### config.mk
export PLATFORM = sky130hd
export DESIGN_NAME = spi_reg_responder
export DESIGN_NICKNAME = d
export VERILOG_FILES = /design/src/rtl/spi_reg_responder.sv
export SDC_FILE = /design/constraint.sdc
export NUM_CORES = 1
export LEC_CHECK = 0
export CORE_ASPECT_RATIO = 1.5
export CORE_MARGIN = 2
export CORE_UTILIZATION = 52
export DETAILED_ROUTE_END_ITERATION = 7
export PLACE_DENSITY = 0.77
export RECOVER_POWER = 100
export SKIP_LAST_GASP = 1
export SYNTH_ARGS = -nofsm -noshare
export SYNTH_HDL_FRONTEND = slang
export SYNTH_SLANG_ARGS = --single-unit
### constraint.sdc
create_clock -name fpga_clk_50 -period 2.1 [get_ports fpga_clk_50]
set_input_delay 0.525 -clock fpga_clk_50 [delete_from_list [all_inputs] [get_ports fpga_clk_50]]
set_output_delay 0.525 -clock fpga_clk_50 [all_outputs]
set_load 0.03 [all_outputs]
### src/rtl/spi_reg_responder.sv
// rtl/spi_reg_responder.sv - SPI mode-0 register responder oversampled on the fabric clock
//
// Purpose:
//   SPI target answering the HPS SPI master. It serves a 4 x 8-bit register map
//   (LED, switch/button status, scratch, frame counter). All SPI pins are
//   synchronized into fpga_clk_50 and edges are detected there. No logic runs
//   on the SCK domain.
//
//   Frame = 16 bits, MSB first. Byte 0 is the command: [7] write, [1:0] addr.
//   Byte 1 is write data. The addressed register is snapshotted on the 8th
//   rising edge and shifted out on MISO during byte 1. Writes and the
//   frame-count increment commit on the 16th rising edge.
//
// Ports:
//   fpga_clk_50      in   fabric clock (50 MHz)
//   hps_fpga_reset_n in   asynchronous active-low reset
//   spi_sck          in   SPI clock, mode 0
//   spi_cs_n         in   chip select, active-low
//   spi_mosi         in   serial data from initiator
//   spi_miso         out  serial data to initiator
//   spi_miso_oe      out  MISO tristate enable, high while synchronized CS is low
//   sw_in[3:0]       in   slide switches
//   key_in[1:0]      in   debounced buttons
//   led_out[6:0]     out  reg0[6:0]
//   wr_pulse         out  one-cycle strobe on each committed write
//   wr_addr[1:0]     out  address of the last committed write

module spi_reg_responder #(
  parameter int SYNC_STAGES = 2
) (
  input  logic       fpga_clk_50,
  input  logic       hps_fpga_reset_n,
  input  logic       spi_sck,
  input  logic       spi_cs_n,
  input  logic       spi_mosi,
  output logic       spi_miso,
  output logic       spi_miso_oe,
  input  logic [3:0] sw_in,
  input  logic [1:0] key_in,
  output logic [6:0] led_out,
  output logic       wr_pulse,
  output logic [1:0] wr_addr
);

  // Fewer than two stages is not a safe synchronizer; clamp silently.
  localparam int STAGES = (SYNC_STAGES < 2) ? 2 : SYNC_STAGES;

  typedef enum logic [1:0] {
    S_IDLE = 2'd0,
    S_CMD  = 2'd1,
    S_DATA = 2'd2,
    S_DONE = 2'd3
  } state_t;

  // ------------------------------------------------------------------
  // Synchronizers and edge detection
  // ------------------------------------------------------------------
  logic [STAGES-1:0] sck_sync;
  logic [STAGES-1:0] cs_sync;
  logic [STAGES-1:0] mosi_sync;
  logic              sck_prev;
  logic              cs_armed;

  // The CS chain resets to 0 (asserted-looking). Together with cs_armed this
  // means that a frame interrupted by reset is not resumed: a new frame is only
  // accepted after CS has been seen high at least once since reset.
  always_ff @(posedge fpga_clk_50 or negedge hps_fpga_reset_n) begin
    if (!hps_fpga_reset_n) begin
      sck_sync  <= '0;
      cs_sync   <= '0;
      mosi_sync <= '0;
      sck_prev  <= 1'b0;
      cs_armed  <= 1'b0;
    end else begin
      sck_sync  <= {sck_sync[STAGES-2:0], spi_sck};
      cs_sync   <= {cs_sync[STAGES-2:0], spi_cs_n};
      mosi_sync <= {mosi_sync[STAGES-2:0], spi_mosi};
      sck_prev  <= sck_sync[STAGES-1];
      if (cs_sync[STAGES-1]) begin
        cs_armed <= 1'b1;
      end
    end
  end

  logic sck_s;
  logic cs_low;
  logic mosi_s;
  logic sck_rise;
  logic sck_fall;

  assign sck_s    = sck_sync[STAGES-1];
  assign cs_low   = ~cs_sync[STAGES-1];
  assign mosi_s   = mosi_sync[STAGES-1];
  assign sck_rise = sck_s & ~sck_prev;
  assign sck_fall = ~sck_s & sck_prev;

  // ------------------------------------------------------------------
  // Frame state machine
  // ------------------------------------------------------------------
  state_t     state;
  state_t     state_nxt;
  logic [4:0] bit_cnt;
  logic       sample;
  logic       snap;
  logic       commit;
  logic       shift_out;

  always_ff @(posedge fpga_clk_50 or negedge hps_fpga_reset_n) begin
    if (!hps_fpga_reset_n) begin
      state <= S_IDLE;
    end else begin
      state <= state_nxt;
    end
  end

  always_comb begin
    state_nxt = state;
    sample    = 1'b0;
    snap      = 1'b0;
    commit    = 1'b0;
    shift_out = 1'b0;

    case (state)
      S_IDLE: begin
        if (cs_low && cs_armed) begin
          state_nxt = S_CMD;
        end
      end
      S_CMD: begin
        if (sck_rise) begin
          sample = 1'b1;
          if (bit_cnt == 5'd7) begin
            snap      = 1'b1;
            state_nxt = S_DATA;
          end
        end
      end
      S_DATA: begin
        shift_out = sck_fall;
        if (sck_rise) begin
          sample = 1'b1;
          if (bit_cnt == 5'd15) begin
            commit    = 1'b1;
            state_nxt = S_DONE;
          end
        end
      end
      S_DONE: begin
        // Extra edges past bit 16 are ignored until CS rises.
      end
      default: begin
        state_nxt = S_IDLE;
      end
    endcase

    // CS high aborts everything, whatever the state.
    if (!cs_low) begin
      state_nxt = S_IDLE;
      sample    = 1'b0;
      snap      = 1'b0;
      commit    = 1'b0;
      shift_out = 1'b0;
    end
  end

  // ------------------------------------------------------------------
  // Register file
  // ------------------------------------------------------------------
  logic [7:0] reg0;
  logic [7:0] reg2;
  logic [7:0] reg3;
  logic [7:0] status;
  logic [1:0] snap_addr;
  logic [7:0] rd_data;

  assign status  = {2'b00, key_in, sw_in};
  assign led_out = reg0[6:0];

  always_comb begin
    case (snap_addr)
      2'd0:    rd_data = reg0;
      2'd1:    rd_data = status;
      2'd2:    rd_data = reg2;
      default: rd_data = reg3;
    endcase
  end

  // ------------------------------------------------------------------
  // Shift datapath
  // ------------------------------------------------------------------
  // rx holds the last seven received bits; the eighth arrives as mosi_s on
  // the same edge, so a complete byte is {rx, mosi_s}.
  logic [6:0] rx;
  logic [7:0] tx;
  logic       cmd_wr;
  logic [1:0] cmd_addr;
  logic [7:0] wr_data;
  logic       wr_ok;

  assign snap_addr = {rx[0], mosi_s};
  assign wr_data   = {rx, mosi_s};
  assign wr_ok     = cmd_wr & ~cmd_addr[0];

  always_ff @(posedge fpga_clk_50 or negedge hps_fpga_reset_n) begin
    if (!hps_fpga_reset_n) begin
      bit_cnt  <= 5'd0;
      rx       <= 7'd0;
      tx       <= 8'd0;
      cmd_wr   <= 1'b0;
      cmd_addr <= 2'd0;
      spi_miso <= 1'b0;
    end else begin
      if (!cs_low) begin
        bit_cnt  <= 5'd0;
        spi_miso <= 1'b0;
      end else begin
        if (sample) begin
          bit_cnt <= bit_cnt + 5'd1;
          rx      <= {rx[5:0], mosi_s};
        end
        if (snap) begin
          cmd_wr   <= rx[6];
          cmd_addr <= snap_addr;
          tx       <= rd_data;
        end
        if (shift_out) begin
          spi_miso <= tx[7];
          tx       <= {tx[6:0], 1'b0};
        end else if (sck_fall) begin
          spi_miso <= 1'b0;
        end
      end
    end
  end

  always_ff @(posedge fpga_clk_50 or negedge hps_fpga_reset_n) begin
    if (!hps_fpga_reset_n) begin
      reg0        <= 8'd0;
      reg2        <= 8'd0;
      reg3        <= 8'd0;
      wr_pulse    <= 1'b0;
      wr_addr     <= 2'd0;
      spi_miso_oe <= 1'b0;
    end else begin
      wr_pulse    <= 1'b0;
      spi_miso_oe <= cs_low & cs_armed;
      if (commit) begin
        reg3 <= reg3 + 8'd1;
        if (wr_ok) begin
          wr_pulse <= 1'b1;
          wr_addr  <= cmd_addr;
          if (cmd_addr[1]) begin
            reg2 <= wr_data;
          end else begin
            reg0 <= wr_data;
          end
        end
      end
    end
  end

endmodule
# Word-level counts from Yosys, hierarchy flattened
# Index checks and enable logic that the tools add are counted.
op_classes:
  add_sub_neg: 2
  n_eq_ne: 11
  n_mux: 30
  bitwise_logic: 9
  reduce_logical: 15
op_table:
  columns: ["op", "n"]
  rows:
  - ["$pmux W8 S3", 1]
  - ["$mux W1", 18]
  - ["$mux W8", 2]
  - ["$ne A3 B3 Y1 const B", 5]
  - ["$mux W2", 6]
  - ["$mux W5", 2]
  - ["$add A8 B1 Y8 const B", 1]
  - ["$reduce_and A2 Y1", 4]
  - ["$pmux W2 S3", 1]
  - ["$reduce_and A3 Y1", 2]
  - ["$reduce_and A6 Y1", 1]
  - ["$add A5 B1 Y5 const B", 1]
  - ["$eq A5 B3 Y1 const B", 1]
  - ["$eq A5 B4 Y1 const B", 1]
  - ["$not A1 Y1", 5]
  - ["$and A1 B1 Y1", 4]
  - ["$eq A2 B1 Y1 const B", 2]
  - ["$eq A2 B2 Y1 const B", 2]
  - ["$logic_not A2 Y1", 2]
  - ["$reduce_bool A2 Y1", 2]
  - ["$reduce_bool A4 Y1", 1]
  - ["$reduce_bool A3 Y1", 1]
  - ["$reduce_or A2 Y1", 1]
  - ["$logic_and A1 B1 Y1", 1]
word_totals:
  ff_bits: 62
  output_inout_bits: 12
  wordCells: 85

# Longest topological paths before layout
# Gate-level depths: netlist of run 1.
depth:
  depth_word: 7
  depth_mapped: 8

# Worst setup path after synthesis of run 1
# Ideal clock, no wire load.
synth_path:
  path_type: "register to register"
  startpoint: "reg bit_cnt[0]"
  endpoint: "reg reg0[0]"
  setup_time_ps: 125
  arrival_time_ps: 1849
  required_time_ps: 1975
  setup_slack_ps: 126
  path_stages_with_launch: 9
  period_less_slack_ps: 1974
  path_cell_list: "dfrtp_1 -> ha_1 -> and3_1 -> ha_1 -> nand2_1 -> nor4b_4 -> and2b_1 -> buf_6 -> mux2_2"
synth_between:
  elab_chain_cells: 6
synth_rtl:
  columns: ["item", "line", "rtl"]
  rows:
  - ["start, declared", "102", "logic [4:0] bit_cnt;"]
  - ["start signal, assigned", "218", "bit_cnt <= bit_cnt + 5'd1;"]
  - ["$eq A5 B4 Y1", "142", "if (bit_cnt == 5'd15) begin"]
  - ["$mux W1", "142", null]
  - ["$mux W1", "140", "if (sck_rise) begin"]
  - ["$mux W1", "123", "case (state)"]
  - ["$mux W1", "157", "if (!cs_low) begin"]
  - ["$reduce_and A3 Y1 (no source line)", null, null]
  - ["end signal, assigned", "255", "reg0 <= wr_data;"]
  - ["end, declared", "169", "logic [7:0] reg0;"]
# Every way passes these cells.
# A chain may end at the register's enable or synchronous reset.

# Worst setup path after layout of run 1
layout_path:
  startpoint: "reg bit_cnt[1]"
  endpoint: "reg reg0[0]"
# Same word-level chain as after synthesis.

==> results of run 1 <==
[synth_stat cells (2+ instances only)]
cell	count	share of area
xor2_1	4	0.013
a22oi_1	7	0.019
ha_1	6	0.027
inv_1	8	0.011
mux2i_1	2	0.0072
xnor2_1	6	0.019
nand3_1	8	0.014
nor3_1	2	0.0036
dfrtp_1	62	0.56
mux4_2	6	0.049
nand2_1	24	0.032
mux2_2	28	0.11
o211ai_1	2	0.0054
clkbuf_1	7	0.0095
buf_4	7	0.019
nand4_1	4	0.0090
o21ai_0	2	0.0036
and3_1	4	0.0090
nor2_1	9	0.012
[worst max-delay path, delay by kind of cell, from the launching register on]
kind / cells / cell delay, ns
DFF: 1 / 0.36
and+or+nand+nor: 4 / 0.73
muxes: 1 / 0.33
adders and majority gates: 2 / 0.34
buffers and inverters: 1 / 0.14
[logic make-up after synthesis]
family	synth area share
AND/OR/NAND/NOR	0.123
flip-flops	0.558
multiplexers	0.169
buffers and inverters	0.0432
AO/OA/AOI/OAI	0.0482
XOR/XNOR	0.0315
adder cells (fa/ha/maj)	0.0270
[registers in the layout, indices dropped and copies added, names as in the netlist, 2 cells and up]
| signal | count |
|---|---|
| reg0 | 8 |
| reg2 | 8 |
| reg3 | 8 |
| tx | 8 |
| rx | 7 |
| bit_cnt | 5 |
| cmd_addr | 2 |
| cs_sync | 2 |
| mosi_sync | 2 |
| sck_sync | 2 |
| state | 2 |
| wr_addr | 2 |
[how the worst min path moves through the flow]
stage                         endpoint  slack [ns]
after floorplan             bit_cnt[0]        0.23
after global placement    mosi_sync[1]        0.33
after detailed placement  mosi_sync[1]        0.34
after CTS                      reg0[2]        0.14
after global routing      mosi_sync[1]        0.36
final                     mosi_sync[1]        0.35
[metal layers]
metal / vias up / track usage
met4: 0 / 0.105
met5: - / 0
met2: 28 / 0.335
li1: 823 / -
met1: 888 / 0.214
met3: 11 / 0.0421
[metrics by stage]
step / total power [mW] / hold WS, ns / setup TNS, ns / area (sq um) / cells
floorplan: 1.80 / 0.229 / 0 / 2780 / 218
global placement: 1.94 / 0.332 / 0 / 3080 / 302
detailed placement: 1.97 / 0.337 / 0 / 3080 / 302
CTS: 2.87 / 0.142 / 0 / 3250 / 318
global route: 3.01 / 0.357 / -0.0963 / 3280 / 320
finish: 2.85 / 0.350 / 0 / 3280 / 320
[power groups by stage]
stage | clock network [mW] | registers (mW) | logic (mW)
6_report | 0.898 | 1.47 | 0.481
3_3_place_gp | 0 | 1.49 | 0.450
5_1_grt | 0.975 | 1.49 | 0.541
2_1_floorplan | 0 | 1.44 | 0.360
3_5_place_dp | 0 | 1.50 | 0.468
4_1_cts | 0.927 | 1.48 | 0.471
[timing repair]
action	in CTS	in global routing
endpoints found under the hold margin	0	0
gates resized for setup	0	6
buffers inserted	0	2
endpoints found under the setup margin	0	18
[final cells by class]
type / count / area, sq um / share of cell area
timing repair buffer: 33 / 305 / 0.0932
clock buffer: 12 / 145 / 0.0443
tap: 68 / 85.1 / 0.0260
clock inverter: 4 / 22.5 / 0.00688
sequential: 62 / 1550 / 0.474
inverter: 8 / 30.0 / 0.00917
multi-input combinational: 133 / 1140 / 0.347
==> flow_metrics.py, run 1 <==
metrics = {
    "routing": {
        "avgRoutedWirePerCell_microns": 16.1,
        "routed-wl-met3_microns": 160,
        "antenna_left": 0,
        "wirelength_microns": 5160,
        "vias": 1750,
        "first_iter_violations": 71,
        "highest_layer": "met4",
        "first_pass_iters": 4,
        "met1_length_microns": 2120,
        "vias_per_cell": 5.47,
        "drc": 0,
        "wl_met2_microns": 2770,
    },
    "timing": {
        "timing.fmax_mhz": 496,
        "period_minus_slack_ns": 2.02,
        "worst_pin_slew_ns": 1.06,
        "finalWorstSetupSlack_ns": 0.0834,
        "slew_headroom": 0.294,
        "slew_violations": 0,
        "rsz0062_at_grt": "true",
        "final.setup_skew_ns": 0.00591,
        "finalSetupViolCount": 0,
        "final.period_utilization": 0.960,
        "hold_violations": 0,
    },
    "worst_setup_path": {
        "critPathLaunch": "bit_cnt[1]",
        "crit_fanout": 8,
        "startpoint_type": "register",
        "r2r_cells": 8,
        "r2r_start": "bit_cnt[1]",
        "r2r-end": "reg0[0]",
        "crit_end": "reg0[0]",
        "rrSetupSlack_ns": 0.08,
        "cpPeakStageDelay_ns": 0.36,
        "path_class": "register to register",
        "crit_slowest_cell": "dfrtp_1",
        "path_cells": "ha_2 -> and3_4 -> ha_4 -> nand2_4 -> nor4b_4 -> and2b_1 -> buf_12 -> mux2_2",
        "endpoint_kind": "register",
        "required_ns": 2.32,
        "arrival_ns": 2.23,
    },
    "power_and_ir_drop": {
        "switching_share": 0.288,
        "power_leakage_nw": 1.53,
        "p_int_mw": 2.03,
        "clkPwrFrac": 0.315,
        "p_per_area_nw_per_um2": 871,
        "power_switching_mw": 0.821,
        "max-vdd-ir-drop_mv": 0.607,
        "comb_power_share": 0.169,
        "pwr-share-seq": 0.516,
    },
    "clock_network": {
        "htree_levels": 3,
        "clk_latency_ns": 0.34,
        "cts_sinks": 62,
        "cts_buffers": 9,
        "path_clk_slew_ns": 0.07,
        "cts_buffer_depth": 2,
        "hold_buffers": 0,
        "cts_tree": "done",
        "cts-root-buf": "clkbuf_8",
    },
    "cells_and_area": {
        "finalCoreUtilization": 0.634,
        "final_common_cell": "dfrtp_1",
        "nNetsFinal": 264,
        "layout_common_cells": "62 x dfrtp_1, 28 x mux2_2, 23 x nand2_1",
        "final_layout_size_suffix_gt1_frac": 0.270,
        "fill_cells": 401,
        "diodes": 0,
        "areaGrowthSynthToFinish_pct": 17.8,
    },
    "grt": {
        "grt-ovfl-total": 0,
        "antenna_found_initial": 0,
        "grt_pass1_wl_microns": 8470,
        "grt_max_degree": 44,
        "grt.total_usage": 0.191,
        "first_global_vias": 1829,
    },
    "synthesis": {
        "synth_fp_nets": 235,
        "ys_ff_latch": 62,
        "seq_area_frac_synth": 0.558,
        "ys.warnings.count": 0,
        "yosysUniqueCellTypes": 39,
        "synth-main-ff-cell": "dfrtp_1",
        "synth_edf_count": 0,
        "synth.avg_cell_area_sq_um": 12.8,
        "async_reset_ff_frac": 1.00,
        "netlist_area_sq_um": 2780,
        "netlist_instances": 218,
    },
    "floorplanning": {
        "die_area_sq_um": 5960,
        "core_area_sq_um": 5160,
        "rows": 32,
        "ios": 23,
        "die-height_microns": 93.6,
        "initial_utilization": 0.538,
        "die_x_microns": 63.7,
    },
    "hold_path": {
        "hold_start": "mosi_sync[0]",
        "hold_class": "register to register",
        "hold_depth": 0,
    },
    "placement": {
        "portBuffers": 22,
        "dpl.hpwl_microns": 3490,
        "place_congestion": 0.821,
        "pre_cts_ws_ns": 0.0244,
    },
    "run_status": {
        "status": "complete, no violations",
    },
    "flow_run": {
        "maxCapViolations": 0,
    },
}
Power figures use the tool's default switching activity.
==> inputs of run 2 (changes only) <==
--- a/config.mk
+++ b/config.mk
@@ -7,9 +7,9 @@
 export LEC_CHECK = 0
 export CORE_ASPECT_RATIO = 1.5
 export CORE_MARGIN = 2
-export CORE_UTILIZATION = 52
+export CORE_UTILIZATION = 57
 export DETAILED_ROUTE_END_ITERATION = 7
-export PLACE_DENSITY = 0.77
+export PLACE_DENSITY = 0.8
 export RECOVER_POWER = 100
 export SKIP_LAST_GASP = 1
 export SYNTH_ARGS = -nofsm -noshare
==> constraint.sdc (replaced) <==
create_clock -name fpga_clk_50 -period 1.9 [get_ports fpga_clk_50]
set_input_delay 0.57 -clock fpga_clk_50 [delete_from_list [all_inputs] [get_ports fpga_clk_50]]
set_output_delay 0.57 -clock fpga_clk_50 [all_outputs]
set_load 0.03 [all_outputs]
==> run 2 against run 1 <==
- the flow now finishes with violations (negative setup slack)
- critical endpoint unchanged
- worst hold slack worse by 0.0025 ns
- clock skew rose by 0.0042 ns
- final area grew 6.0%
- critical path type unchanged
==> flow_metrics.py, run 2 (synthesis gave the netlist of run 1 again) <==
metrics = {
    "power_and_ir_drop": {
        "comb_power_share": 0.179,
        "p_total_mw": 3.46,
        "power_switching_mw": 0.966,
        "max-vdd-ir-drop_mv": 0.812,
        "clkPwrFrac": 0.345,
        "p_per_area_nw_per_um2": 997,
        "switching_share": 0.279,
        "p_int_mw": 2.50,
        "power_leakage_nw": 1.69,
        "pwr-share-seq": 0.476,
    },
    "routing": {
        "drc": 0,
        "antenna_left": 0,
        "first_pass_iters": 4,
        "avgRoutedWirePerCell_microns": 17.5,
        "wirelength_microns": 5740,
        "vias_per_cell": 5.70,
        "vias": 1871,
        "first_iter_violations": 82,
    },
    "worst_setup_path": {
        "endpoint_kind": "register",
        "arrival_ns": 2.15,
        "required_ns": 2.12,
        "crit_fanout": 8,
        "crit_family": "simple AND/OR/NAND/NOR gates",
        "startpoint_type": "register",
        "path_class": "register to register",
        "path_cells": "ha_2 -> and3_4 -> ha_4 -> nand2_4 -> nor4b_4 -> and2b_2 -> buf_12 -> mux2_4",
        "crit_slowest_cell": "dfrtp_1",
        "cpPeakStageDelay_ns": 0.36,
        "cp_num_buf_inv": 1,
    },
    "clock_network": {
        "clk_latency_ns": 0.34,
        "cts_tree": "done",
        "path_clk_slew_ns": 0.07,
        "cts_buffer_depth": 2,
        "cts_buffers": 9,
        "htree_levels": 3,
        "cts_sinks": 62,
        "cts-root-buf": "clkbuf_8",
    },
    "timing": {
        "hold_violations": 0,
        "slew_headroom": 0.0234,
        "final.period_utilization": 1.02,
        "worst_pin_slew_ns": 1.46,
        "finalWorstSetupSlack_ns": -0.0332,
        "slew_violations": 0,
        "period_minus_slack_ns": 1.93,
        "rsz0062_at_grt": "true",
        "timing.fmax_mhz": 517,
        "finalSetupViolCount": 9,
        "final.setup_skew_ns": 0.0101,
    },
    "placement": {
        "place_congestion": 0.879,
        "portBuffers": 22,
        "dpl.hpwl_microns": 3770,
        "pre_cts_ws_ns": -0.0873,
    },
    "floorplanning": {
        "die_area_sq_um": 5460,
        "die_x_microns": 61.0,
        "ios": 23,
        "rows": 31,
        "core_area_sq_um": 4770,
        "die-height_microns": 89.5,
        "initial_utilization": 0.583,
    },
    "cells_and_area": {
        "fill_cells": 334,
        "nNetsFinal": 275,
        "layout_common_cells": "62 x dfrtp_1, 23 x nand2_1, 19 x mux2_2",
        "final_common_cell": "dfrtp_1",
        "final_layout_size_suffix_gt1_frac": 0.332,
        "areaGrowthSynthToFinish_pct": 24.9,
        "diodes": 0,
    },
    "flow_run": {
        "maxCapViolations": 0,
    },
    "grt": {
        "grt_max_degree": 63,
        "grt.total_usage": 0.249,
        "antenna_found_initial": 0,
        "grt_pass1_wl_microns": 9560,
        "grt-ovfl-total": 0,
        "first_global_vias": 1948,
    },
    "run_status": {
        "violations": "negative setup slack",
        "status": "complete, but fails checks",
    },
    "hold_path": {
        "hold_class": "register to register",
    },
}
-- run 2: changes by cell type in the layout (fill, tap and decap cells not counted), moves of 2 or more --
cell             change
nand3_1              -2
nand3_2              +2
clkdlybuf4s50_1     -12
mux2_2               -9
mux2_4               +9
buf_4                +8
clkbuf_1             -2
clkbuf_8             +2
dlygate4sd2_1       +12
clkinv_2             -2
-- run 2: cell type report --
type	count	area (sq um)	area share
Timing Repair Buffer	43	373	0.107
Sequential cell	62	1550	0.447
Multi-Input combinational cell	134	1230	0.354
Clock inverter	3	42.5	0.0122
Clock buffer	12	165	0.0476
Inverter	8	30.0	0.00865
Tap cell	66	82.6	0.0238
-- run 2: per-layer routing --
metal  global-route usage  part of all wire
met5                    0                 0
met1                0.283              0.38
met2                0.425              0.56
met4                0.121             0.032
met3               0.0651             0.031
-- run 2: worst paths after layout --
| kind | from | to | slack, ns | cells past startpoint |
|---|---|---|---|---|
| max | bit_cnt[1] | reg0[0] | -0.03 | 8 |
| max reg2reg | bit_cnt[1] | reg0[0] | -0.03 | 8 |
| min | cs_sync[0] | cs_sync[1] | 0.35 | 0 |
| max in group asynchronous | hps_fpga_reset_n | state[1] | 0.34 | 2 |
| min in group asynchronous | hps_fpga_reset_n | spi_miso | 0.68 | 2 |
| min reg2reg | cs_sync[0] | cs_sync[1] | 0.35 | 0 |
-- run 2: repair_timing --
item / CTS / global route
cloned: 1 / 0
hold buffers: 0 / 0
gates resized for setup: 31 / 5
setup buffers: 4 / 1
setup endpoints to repair: 30 / 29
pin swaps: 2 / 4
-- run 2: worst reg2reg max path: cells and delay by family (launching register included) --
family / cells / cell delay (ns)
simple gates: 4 / 0.66
flops: 1 / 0.36
fa+ha+maj: 2 / 0.33
mux: 1 / 0.31
buf+inv: 1 / 0.14
-- run 2: power by group through the flow --
stage          Combinational (mW)  Clock (mW)  Sequential, mW
2_1_floorplan               0.400           0            1.59
3_3_place_gp                0.523           0            1.65
3_5_place_dp                0.555           0            1.66
4_1_cts                     0.583        1.21            1.65
5_1_grt                     0.687        1.29            1.67
6_report                    0.620        1.19            1.65
-- run 2: metrics by stage --
step           hold slack [ns]  setup TNS (ns)  area (sq um)  instances   util
3_3_place_gp             0.332          -0.214          3160        308  0.662
5_1_grt                  0.357           -1.34          3470        328  0.728
6_report                 0.348          -0.201          3470        328  0.728
2_1_floorplan            0.274          -0.453          2790        218      -
3_5_place_dp             0.336           -1.28          3160        308  0.662
4_1_cts                  0.254           -1.20          3470        328  0.728
